==> config.mk <==
export PLATFORM = sky130hd
export DESIGN_NAME = sdram_capture_writer
export DESIGN_NICKNAME = d
export VERILOG_FILES = /design/src/rtl/sdram_capture_writer.sv
export SDC_FILE = /design/constraint.sdc
export NUM_CORES = 1
export LEC_CHECK = 0
export CAP_MARGIN = 15
export CORE_MARGIN = 3
export CORE_UTILIZATION = 45
export CTS_CLUSTER_DIAMETER = 80
export DETAILED_ROUTE_END_ITERATION = 10
export SLEW_MARGIN = 20
export SYNTH_ARGS = -nofsm -noshare
export SYNTH_HDL_FRONTEND = slang
export SYNTH_SLANG_ARGS = --single-unit
==> constraint.sdc <==
create_clock -name M100CLK -period 10.68 [get_ports M100CLK]
set_clock_uncertainty 0.2 [all_clocks]
set_input_delay 2.136 -clock M100CLK [delete_from_list [all_inputs] [get_ports M100CLK]]
set_output_delay 2.136 -clock M100CLK [all_outputs]
set_load 0.03 [all_outputs]
==> src/rtl/sdram_capture_writer.sv <==
`default_nettype none
// ============================================================================
//  Module      : sdram_capture_writer
//  Description : Streams 16-bit ADC samples into a ring buffer in SDRAM over
//                an Avalon-MM write master.
//
//                Samples enter a FIFO. A single output register feeds the
//                Avalon bus. When a transfer completes, the FIFO head loads
//                into that register on the same edge, so consecutive writes
//                have no idle cycle between them. The write address advances
//                through RING_WORDS words starting at ADDR_BASE and wraps
//                back to the start of the ring.
//
//  Control     : IDLE --start--> RUN --stop--> DRAIN --(FIFO and output
//                register empty)--> IDLE, with a one-cycle pulse on done.
//
//  Ports       : M100CLK, reset      clock, synchronous active-high reset
//                start, stop         one-cycle capture control pulses
//                sample_valid/data   sample input; used only in RUN
//                Write_*             Avalon-MM write master
//                busy, done          status
//                overflow, wrapped   sticky flags, cleared on start
//                words_written       completed transfers since start
//                drop_count          dropped samples (saturating)
//
//  Option      : define CAPTURE_DROP_COUNT_EN to build the drop counter.
//                When it is not defined, drop_count is tied to 0.
//  Revision    : 1.0 - initial release
// ============================================================================
module sdram_capture_writer #(
    parameter logic [24:0] ADDR_BASE  = 25'd0,
    parameter int          RING_WORDS = 2048,
    parameter int          FIFO_DEPTH = 16
) (
    input  logic        M100CLK,
    input  logic        reset,
    input  logic        start,
    input  logic        stop,
    input  logic        sample_valid,
    input  logic [15:0] sample_data,
    input  logic        Write_WaitRequest,
    output logic        Write_ChipEnable,
    output logic [24:0] Write_Address,
    output logic [1:0]  Write_ByteEnable,
    output logic [15:0] Write_WriteData,
    output logic        Write_Write,
    output logic        busy,
    output logic        done,
    output logic        overflow,
    output logic        wrapped,
    output logic [24:0] words_written,
    output logic [15:0] drop_count
);

    localparam int c_PTR_W = $clog2(FIFO_DEPTH);
    localparam int c_OFF_W = $clog2(RING_WORDS);
    localparam logic [c_OFF_W-1:0] c_OFF_LAST = c_OFF_W'(RING_WORDS - 1);

    typedef enum logic [1:0] {
        ST_IDLE  = 2'd0,
        ST_RUN   = 2'd1,
        ST_DRAIN = 2'd2
    } state_t;

    state_t               r_state;
    logic [15:0]          r_mem [FIFO_DEPTH];
    // Each pointer carries one extra wrap bit so that full and empty
    // can be told apart.
    logic [c_PTR_W:0]     r_wr_ptr;
    logic [c_PTR_W:0]     r_rd_ptr;
    logic                 r_out_valid;
    logic [15:0]          r_out_data;
    logic [c_OFF_W-1:0]   r_offset;
    logic                 r_done;
    logic                 r_overflow;
    logic                 r_wrapped;
    logic [24:0]          r_words;

    logic w_empty;
    logic w_full;
    logic w_xfer;
    logic w_pop;
    logic w_push_req;
    logic w_push;
    logic w_drop;
    logic w_start;

    assign w_empty    = (r_wr_ptr == r_rd_ptr);
    assign w_full     = (r_wr_ptr[c_PTR_W] != r_rd_ptr[c_PTR_W]) &&
                        (r_wr_ptr[c_PTR_W-1:0] == r_rd_ptr[c_PTR_W-1:0]);
    assign w_xfer     = r_out_valid & ~Write_WaitRequest;
    // The output register can take the FIFO head when it is empty now,
    // or when its word completes on this edge.
    assign w_pop      = ~w_empty & (~r_out_valid | ~Write_WaitRequest);
    assign w_push_req = (r_state == ST_RUN) & sample_valid;
    // A full FIFO still accepts a sample if it pops on the same edge.
    assign w_push     = w_push_req & (~w_full | w_pop);
    assign w_drop     = w_push_req & ~w_push;
    assign w_start    = (r_state == ST_IDLE) & start;

    // Sample storage has no reset. Its contents are meaningful only
    // between the read and write pointers.
    always_ff @(posedge M100CLK) begin
        if (!reset && w_push) begin
            r_mem[r_wr_ptr[c_PTR_W-1:0]] <= sample_data;
        end
    end

    always_ff @(posedge M100CLK) begin
        if (reset) begin
            r_state     <= ST_IDLE;
            r_wr_ptr    <= '0;
            r_rd_ptr    <= '0;
            r_out_valid <= 1'b0;
            r_out_data  <= 16'd0;
            r_offset    <= '0;
            r_done      <= 1'b0;
            r_overflow  <= 1'b0;
            r_wrapped   <= 1'b0;
            r_words     <= 25'd0;
        end else begin
            r_done <= 1'b0;

            case (r_state)
                ST_IDLE: begin
                    if (start) begin
                        r_state <= ST_RUN;
                    end
                end
                ST_RUN: begin
                    // When start and stop arrive together, start wins.
                    if (stop && !start) begin
                        r_state <= ST_DRAIN;
                    end
                end
                ST_DRAIN: begin
                    if (w_empty && !r_out_valid) begin
                        r_state <= ST_IDLE;
                        r_done  <= 1'b1;
                    end
                end
                default: begin
                    r_state <= ST_IDLE;
                end
            endcase

            // Output register.
            if (w_pop) begin
                r_out_valid <= 1'b1;
                r_out_data  <= r_mem[r_rd_ptr[c_PTR_W-1:0]];
            end else if (w_xfer) begin
                r_out_valid <= 1'b0;
            end

            // FIFO pointers. Start only happens in IDLE, where there are
            // no pushes, so clearing the pointers cannot lose a sample.
            if (w_start) begin
                r_wr_ptr <= '0;
                r_rd_ptr <= '0;
            end else begin
                if (w_push) begin
                    r_wr_ptr <= r_wr_ptr + (c_PTR_W+1)'(1);
                end
                if (w_pop) begin
                    r_rd_ptr <= r_rd_ptr + (c_PTR_W+1)'(1);
                end
            end

            // Ring address, transfer count and sticky flags.
            if (w_start) begin
                r_offset   <= '0;
                r_words    <= 25'd0;
                r_overflow <= 1'b0;
                r_wrapped  <= 1'b0;
            end else begin
                if (w_xfer) begin
                    r_words <= r_words + 25'd1;
                    if (r_offset == c_OFF_LAST) begin
                        r_offset  <= '0;
                        r_wrapped <= 1'b1;
                    end else begin
                        r_offset <= r_offset + c_OFF_W'(1);
                    end
                end
                if (w_drop) begin
                    r_overflow <= 1'b1;
                end
            end
        end
    end

`ifdef CAPTURE_DROP_COUNT_EN
    logic [15:0] r_drop_count;

    always_ff @(posedge M100CLK) begin
        if (reset) begin
            r_drop_count <= 16'd0;
        end else if (w_start) begin
            r_drop_count <= 16'd0;
        end else if (w_drop && (r_drop_count != 16'hFFFF)) begin
            r_drop_count <= r_drop_count + 16'd1;
        end
    end

    assign drop_count = r_drop_count;
`else
    assign drop_count = 16'd0;
`endif

    assign Write_ChipEnable = 1'b1;
    assign Write_ByteEnable = 2'b11;
    assign Write_Address    = ADDR_BASE + 25'(r_offset);
    assign Write_WriteData  = r_out_data;
    assign Write_Write      = r_out_valid;
    assign busy             = (r_state != ST_IDLE);
    assign done             = r_done;
    assign overflow         = r_overflow;
    assign wrapped          = r_wrapped;
    assign words_written    = r_words;

endmodule
`default_nettype wire

After elaboration in Yosys (flattened, before gate mapping) --
Memories as Yosys holds them, arrays and structs flattened. A register that Yosys moved wholly into a read port is not among the register bits. Index checks and enable logic that the tools add are counted. W data, S select, Z words.
Storage, ports and cells: flip-flop bits (word level) 52, bits in writable memories 256, input port bits 22, output and inout port bits 90, logic and storage cells 61, memories kept 1
Memories:
- r_mem | depth 16, bits a word 16, read ports 1, clocked after Yosys merged registers in 1, wr ports 1, line 66 | logic [15:0] r_mem [FIFO_DEPTH];
Operators by class: add/subtract/negate cells 4, eq/ne operators 9, muxes and demuxes 10, bitwise operators 14, reductions and logical operators 14
Operators with widths (count):
- $add A25 B1 Y25 const B | 1
- $add A11 B1 Y11 const B | 1
- $eq A11 B11 Y1 const B | 1
- $mux W11 | 1
- $add A5 B1 Y5 const B | 2
- $and A1 B1 Y1 | 6
- $mux W2 | 3
- $not A1 Y1 | 6
- $pmux W2 S3 | 1
- $eq A5 B5 Y1 | 1
- $mux W1 | 5
- $eq A4 B4 Y1 | 1
- $logic_and A1 B1 Y1 | 4
- $ne A2 B2 Y1 const B | 2
- $reduce_bool A2 Y1 | 2
- $reduce_or A2 Y1 | 2
- $logic_not A1 Y1 | 3
- $reduce_and A3 Y1 | 1
- $eq A2 B1 Y1 const B | 1
- $eq A2 B2 Y1 const B | 1
- $logic_not A2 Y1 | 1
- $ne A2 B1 Y1 const B | 1
- $or A1 B1 Y1 | 2
- $reduce_and A2 Y1 | 1
- $ne A1 B1 Y1 | 1

Depth between registers and ports, before layout --
Gate-level depths: netlist (run 1).
depth in word-level cells 8, gate-level depth with buffers 8, mapped depth without buffers 6

Least setup slack after synthesis (run 1) --
OpenSTA, ideal clock, no wires.
path kind input port to flip-flop, from input Write_WaitRequest, to memory r_mem[1][0], enable pin, setup time 430 ps, arrival time 4292 ps, required time 10050 ps, setup slack 5758 ps, stages on the path 5, path buffers 1, path through nand2_1 > nor2_1 > a21o_1 > buf_4 > nor4_1
Between the ends: cells in the longest elaborated chain, start to end 8
Ends and longest elaborated chain:
- from (decl) | line 41 | input logic Write_WaitRequest,
- $not A1 Y1 | line 94 | assign w_pop = ~w_empty & (~r_out_valid | ~Write_WaitRequest);
- $or A1 B1 Y1 | line 94
- $and A1 B1 Y1 | line 94
- $or A1 B1 Y1 | line 97 | assign w_push = w_push_req & (~w_full | w_pop);
- $and A1 B1 Y1 | line 97
- $logic_and A1 B1 Y1 | line 104 | if (!reset && w_push) begin
- $mux W1 | line 104
- $mux W1 (implied by the code) | line 105 | r_mem[r_wr_ptr[c_PTR_W-1:0]] <= sample_data;
- to (decl) | line 66
Every way passes these cells.

Final worst setup path (run 1) --
from input Write_WaitRequest, to memory r_mem[6][9], enable pin
The elaborated chain is that of the path after synthesis.

==> results of run 1 <==
==> cells in the final DEF (no fill, tap or decap), types with 3 or more instances in the layout <==
| cell | count |
|---|---|
| edfxtp_1 | 256 |
| clkdlybuf4s50_1 | 78 |
| dfxtp_1 | 66 |
| nor2_1 | 66 |
| mux4_2 | 48 |
| clkbuf_16 | 35 |
| conb_1 | 33 |
| mux2_2 | 32 |
| a21oi_1 | 30 |
| nand2_1 | 29 |
| xor2_1 | 23 |
| a211oi_1 | 22 |
| buf_4 | 21 |
| mux2i_1 | 18 |
| xnor2_1 | 16 |
| o22ai_1 | 16 |
| nand4_1 | 11 |
| nand3_1 | 10 |
| a211oi_2 | 10 |
| nor3_2 | 9 |
| and3_1 | 9 |
| inv_1 | 7 |
| ha_1 | 7 |
| clkinv_1 | 7 |
| nand2b_1 | 6 |
| nor4_2 | 6 |
| nor3_1 | 6 |
| or3_1 | 5 |
| clkbuf_1 | 5 |
| o21ai_0 | 4 |
| nor2b_1 | 3 |
| bufinv_16 | 3 |
| clkinvlp_4 | 3 |
==> routing by layer <==
layer	vias up	track usage, %	part of all wire (%)
li1	3256	-	-
met1	3659	25.84	44
met2	284	29.38	48
met3	40	3.067	6.3
met4	0	4.386	2.0
met5	-	0	0
==> layout make-up <==
type	instances	area, sq um	share of cell area [%]
well taps	378	473.0	3.081
clock inverters	18	175.2	1.141
flip-flops and latches	324	9056	58.99
multi-input cells	438	3722	24.25
repair buffers	101	977.2	6.365
clock buffers	42	922.1	6.007
inverters	7	26.28	0.1711
==> Yosys cell counts, drive strengths merged (6+ instances only) <==
master and instances:
clkbuf 14, inv 7, a21oi 30, nand3 10, nor4 7, o22ai 16, nor3 15, mux2 32
xor2 23, a211oi 32, edfxtp 256, xnor2 16, nand2 29, mux4 48, dfxtp 68, buf 63
nand4 11, and3 9, ha 7, nand2b 6, nor2 66, mux2i 18
==> final timing paths <==
kind | to | slack (ns) | cells after the start
max reg2reg | r_mem[6][9] | 7.29 | 7
min | wrapped | 0.25 | 2
max | r_mem[6][9] | 6.09 | 7
min reg2reg | wrapped | 0.25 | 2
==> flip-flops by register name, summed over array words and instances, names as in the netlist, 2 cells and up <==
name / count
Write_WriteData: 16
r_mem: 256
r_rd_ptr: 5
r_wr_ptr: 5
r_state: 2
r_offset: 11
words_written: 25
==> kinds of logic after synthesis <==
group,after synthesis
flip-flops,324
AND/OR/NAND/NOR,167
multiplexers,98
AO/OA/AOI/OAI,94
buffers and inverters,84
XOR/XNOR,39
adder cells (fa/ha/maj),7
other,2
==> power by group through the flow <==
stage                     Clock (uW)  Sequential, uW  Combinational, uW
after floorplan                    0            1420               77.4
after global placement             0            1400                137
after CTS                       1180            1380                140
after global routing            1230            1380                153
after detailed placement           0            1400                139
final                           1150            1380                142
==> critical path: stages <==
cell             delay [ns]
clkdlybuf4s50_1        0.46
nand2_1                0.15
nor2_1                 0.08
a21oi_1                0.54
nand2_1                0.28
nor3_2                 0.60
buf_4                  0.32
==> stage by stage <==
stage / std cells / setup WS (ns) / utilization, % / hold slack (ns)
after floorplan: 846 / 5.758 / - / 0.2385
after global placement: 1247 / 5.658 / 50.37 / 0.2462
after detailed placement: 1247 / 5.572 / 50.37 / 0.2430
after CTS: 1307 / 6.094 / 54.25 / 0.2529
after global routing: 1308 / 5.876 / 54.36 / 0.2886
final: 1308 / 6.092 / 54.36 / 0.2503
==> summary.md, run 1 <==
| Metric | Value |
|---|---|
| Share of the yosys chip area belonging to registers | 69.08% |
| Worst-Skew Late Latency | 0.50 ns |
| Horiz. Die Dim | 176.6 um |
| Max VDD drop | 131.7 uV |
| Synth Flop Type | edfxtp_1 |
| Io pins | 112 |
| Cell count after synthesis | 815 |
| Hold Crit Start | wrapped |
| Max Transition Viols Final | 0 |
| Critical Setup Path Class | input pin to flop |
| Initial antenna violation count | 0 |
| Main combinational cell family by area after synthesis | multiplexers |
| Comb pwr share | 5.3% |
| Fill cells | 2243 |
| Initial cell density of the core | 46.38% |
| N_diodes | 0 |
| Netlist Area Pre-Place | 13100 sq um |
| Post-synthesis xor/xnor area fraction | 2.608% |
| Post-DRT Antenna Nets | 0 |
| Largest net degree at the start of global routing | 52 |
| CTS max path bufs | 3 |
| Final HPWL DP | 17.24 mm |
| Area share of the largest cell type after synthesis | 58.69% |
| Synth-to-layout area growth | 17.20% |
| IO Port Bufs | 78 |
| TritonCTS Buffers | 34 |
| Die Ht | 176.6 um |
| Setup Fix Bufs, Post-CTS | 0 |
| Slew margin rel. | 44.77% |
| Worst path required time | 10.68 ns |
| Row count | 61 |
| CTS tree | built |
| Synth cell types | 45 |
| Layout cells sized above 1 | 19.57% |
| Wirelength, routed | 28.25 mm |
| Fin Setup TNS | 0 ns |
| Clock power share | 43.1% |
| Top post-synthesis cells by area | edfxtp_1 (59%), dfxtp_1 (10%), mux4_2 (8.3%) |
| Highest clock rate | 217.9 MHz |
| RSZ-0062 raised after global routing | false |
| Nets | 935 |
| # resized after CTS | 0 |
| Seq cells post-synth | 324 |
| Status | finished clean |
| Internal Power | 2103 uW |
| Initial DRT Pass Iterations | 5 |
| Overall power | 2669 uW |
| Min Tclk post-route | 4.588 ns |
| Area leader, netlist | edfxtp_1 |
| CP Launch Type | input pin |
| Gr usage total | 18.10% |
| Switching power | 566.7 uW |
| Worst-margin pin slew | 0.8285 ns |
| Fin crit share | 42.96% |
| Avg Inst Size Synth | 16.07 sq um |
| Final setup fails | 0 |
| Hold crit path type | flop to flop |
| Dpl cell area | 14220 sq um |
| Synth Area in Adders | 0.6686% |
| CTS Root Buffer Type | clkbuf_16 |
| Vias in the first global route | 7211 |
| DR iter-0 viols | 575 |
| Die ar. | 31190 sq um |
| Reg power frac | 51.6% |
| EDFF count, synth | 256 |
| First-pass GRT wire length | 43.11 mm |
| Worst path arrival time | 4.59 ns |
| Synth async-reset ratio | 0% |
| CP endpoint kind | flop |
| Leakage power | 0.004822 uW |
| Sw frac | 21.23% |
| Hold Vio Cnt, Final | 0 |
| Core area | 28240 sq um |
| H-tree levels | 2 |
| GR Overflow Total | 0 |
| Post-synthesis compound-gate area fraction | 5.015% |
| Vias post-DR | 7239 |
| Final Wtd Congestion | 0.8097 |
| Clk slew on worst S/H paths | 0.06 ns |
| Simple-gate share of the synthesized area | 6.247% |
| Clock sink count | 324 |
| WL/cell | 21.60 um |
| CTS Hold Bufs | 0 |
| # DRC | 0 |
| Syn. warnings | 0 |
| P per Cell Area | 173.9 nW/um^2 |
| RR Startpoint | r_rd_ptr[0] |
| Maxcap violations | 0 |
| Mux cell area share after synthesis | 12.38% |
| Via-to-Cell Ratio | 5.534 |
| Finished Cell Area | 15350 sq um |
| Crit path max fanout | 10 |
| Crit path launch | Write_WaitRequest |
(Power assumes the default switching activity.)
==> run 2: changes to the inputs <==
- clock period: 10.68 -> 4.4 ns (I/O delays scaled with it)
==> run 2 against run 1 <==
Net effect:
- critical path depth fell by 1
- largest cell class unchanged
- routed wire length is 3.3% lower
- highest routed layer unchanged
- critical endpoint is now r_mem[5][12]
- worst hold slack better by 0.014 ns
==> summary.md, run 2 (same netlist as run 1, synthesis figures left out) <==
| Metric | Value |
|---|---|
| Status | finished clean |
| Gr usage total | 17.59% |
| Critical Setup Path Class | flop to flop |
| Core area | 28240 sq um |
| Leakage power | 0.004903 uW |
| Final HPWL DP | 17.25 mm |
| Worst-margin pin slew | 0.8852 ns |
| Fill cells | 2214 |
| Wirelength, routed | 27.33 mm |
| Synth-to-layout area growth | 17.88% |
| CP Launch Type | flop |
| P per Cell Area | 422.5 nW/um^2 |
| Io pins | 112 |
| Slowest library cell on the worst path | dfxtp_1 |
| Post-DRT Antenna Nets | 0 |
| Commonest non-fill, non-tap cell in the layout | edfxtp_1 |
| Die Ht | 176.6 um |
| Fin Setup TNS | 0 ns |
| Slew margin rel. | 40.99% |
| Maxcap violations | 0 |
| Switching power | 1365 uW |
| Setup Fix Bufs, Post-CTS | 0 |
| Fin crit share | 67.76% |
| RR Startpoint | r_wr_ptr[3] |
| Worst-Skew Late Latency | 0.51 ns |
| CTS max path bufs | 3 |
| TritonCTS Buffers | 36 |
| Vias post-DR | 7233 |
| Worst path required time | 4.39 ns |
| Final Wtd Congestion | 0.8085 |
| Via-to-Cell Ratio | 5.475 |
| Worst path arrival time | 2.97 ns |
| Levels on crit path | 6 |
| Nets | 946 |
| Min Tclk post-route | 2.982 ns |
| Horiz. Die Dim | 176.6 um |
| # resized after CTS | 0 |
| Layout cells sized above 1 | 20.47% |
| Row count | 61 |
| Highest clock rate | 335.4 MHz |
| Die ar. | 31190 sq um |
| Initial DRT Pass Iterations | 5 |
| Clock power share | 43.7% |
| Final setup fails | 0 |
| Dpl cell area | 14300 sq um |
| Reg power frac | 51.2% |
| Most frequent cells in the layout | edfxtp_1 (256), clkdlybuf4s50_1 (78), dfxtp_1 (66), nor2_1 (66), mux4_2 (48) |
| Sw frac | 20.93% |
| Initial cell density of the core | 46.38% |
| Largest net degree at the start of global routing | 40 |
| CTS tree | built |
| CTS Hold Bufs | 0 |
| Clock sink count | 324 |
| RSZ-0062 raised after global routing | false |
| First-pass GRT wire length | 42.08 mm |
| R2r setup slk | 1.42 ns |
| Max Transition Viols Final | 0 |
| WL/cell | 20.69 um |
| CTS Root Buffer Type | clkbuf_16 |
| Worst path max stage delay | 0.74 ns |
| CP endpoint kind | flop |
| DR iter-0 viols | 438 |
| FF-to-FF path depth | 6 |
| Clk slew on worst S/H paths | 0.06 ns |
| Comb pwr share | 5.0% |
| Hold crit path type | flop to flop |
| End point of the critical path | r_mem[5][12] |
| Initial antenna violation count | 0 |
| Overall power | 6524 uW |
| GR Overflow Total | 0 |
| Max reg flops | 256 |
| N_diodes | 0 |
| # DRC | 0 |
| H-tree levels | 2 |
| Hold Vio Cnt, Final | 0 |
| Internal Power | 5158 uW |
| Finished Cell Area | 15440 sq um |
| Max VDD drop | 306.0 uV |
| Vias in the first global route | 7250 |
| CP Cell Sequence | xor2_1, nor4_4, a21oi_1, nand2_1, nor3_2, buf_4 |
| Crit path max fanout | 14 |
| R2R Path End | r_mem[5][12] |
| Buf+Inv Stages, Crit Path | 1 |
| IO Port Bufs | 78 |
| Crit path launch | r_wr_ptr[3] |
| Critical path's top delay family | flip-flops |
==> run 2: final cells by class <==
cell class	count	area, sq um	area share (%)
clock buffer	48	1008	6.531
clock inverter	16	133.9	0.8670
inverter	7	26.28	0.1702
multi-input combinational	438	3722	24.11
sequential	324	9056	58.65
tap	378	473.0	3.063
timing repair buffer	110	1021	6.612
==> run 2: routing by layer <==
| metal | track usage [%] | wire length (um) | vias up |
|---|---|---|---|
| met5 | 0 | 0 | - |
| met4 | 6.219 | 780 | 0 |
| met3 | 2.939 | 1300 | 54 |
| met2 | 29.47 | 13320 | 242 |
| met1 | 23.42 | 11930 | 3658 |
| li1 | - | - | 3279 |
==> run 2: power by group through the flow <==
stage	Sequential [uW]	Combinational [uW]	Clock, uW
6_report	3340	328	2850
3_3_place_gp	3410	323	0
4_1_cts	3340	331	2930
3_5_place_dp	3410	329	0
5_1_grt	3340	353	3050
2_1_floorplan	3440	188	0
==> run 2: stage by stage <==
stage,instances,setup slack (ns),util (%),hold WS (ns)
after floorplan,846,0.7336,-,0.2385
after global placement,1257,1.011,50.63,0.2489
after detailed placement,1257,0.9712,50.63,0.2596
after CTS,1321,1.367,54.68,0.2678
after global routing,1321,1.113,54.68,0.3051
final,1321,1.418,54.68,0.2639
==> run 2: worst min-delay path by stage <==
| stage | start | end | slack (ns) | cells after the start |
|---|---|---|---|---|
| 5_1_grt | wrapped | wrapped | 0.31 | 2 |
| 4_1_cts | wrapped | wrapped | 0.27 | 2 |
| 3_5_place_dp | wrapped | wrapped | 0.26 | 2 |
| 2_1_floorplan | r_state[1] | r_state[0] | 0.24 | 1 |
| 3_3_place_gp | r_state[1] | r_state[0] | 0.25 | 1 |
| 6_report | wrapped | wrapped | 0.26 | 2 |
==> run 2: worst reg2reg max path: stages, from the launching register on <==
cell and delay, ns:
dfxtp_1 0.74, xor2_1 0.29, nor4_4 0.11, a21oi_1 0.44, nand2_1 0.26, nor3_2 0.32, buf_4 0.30
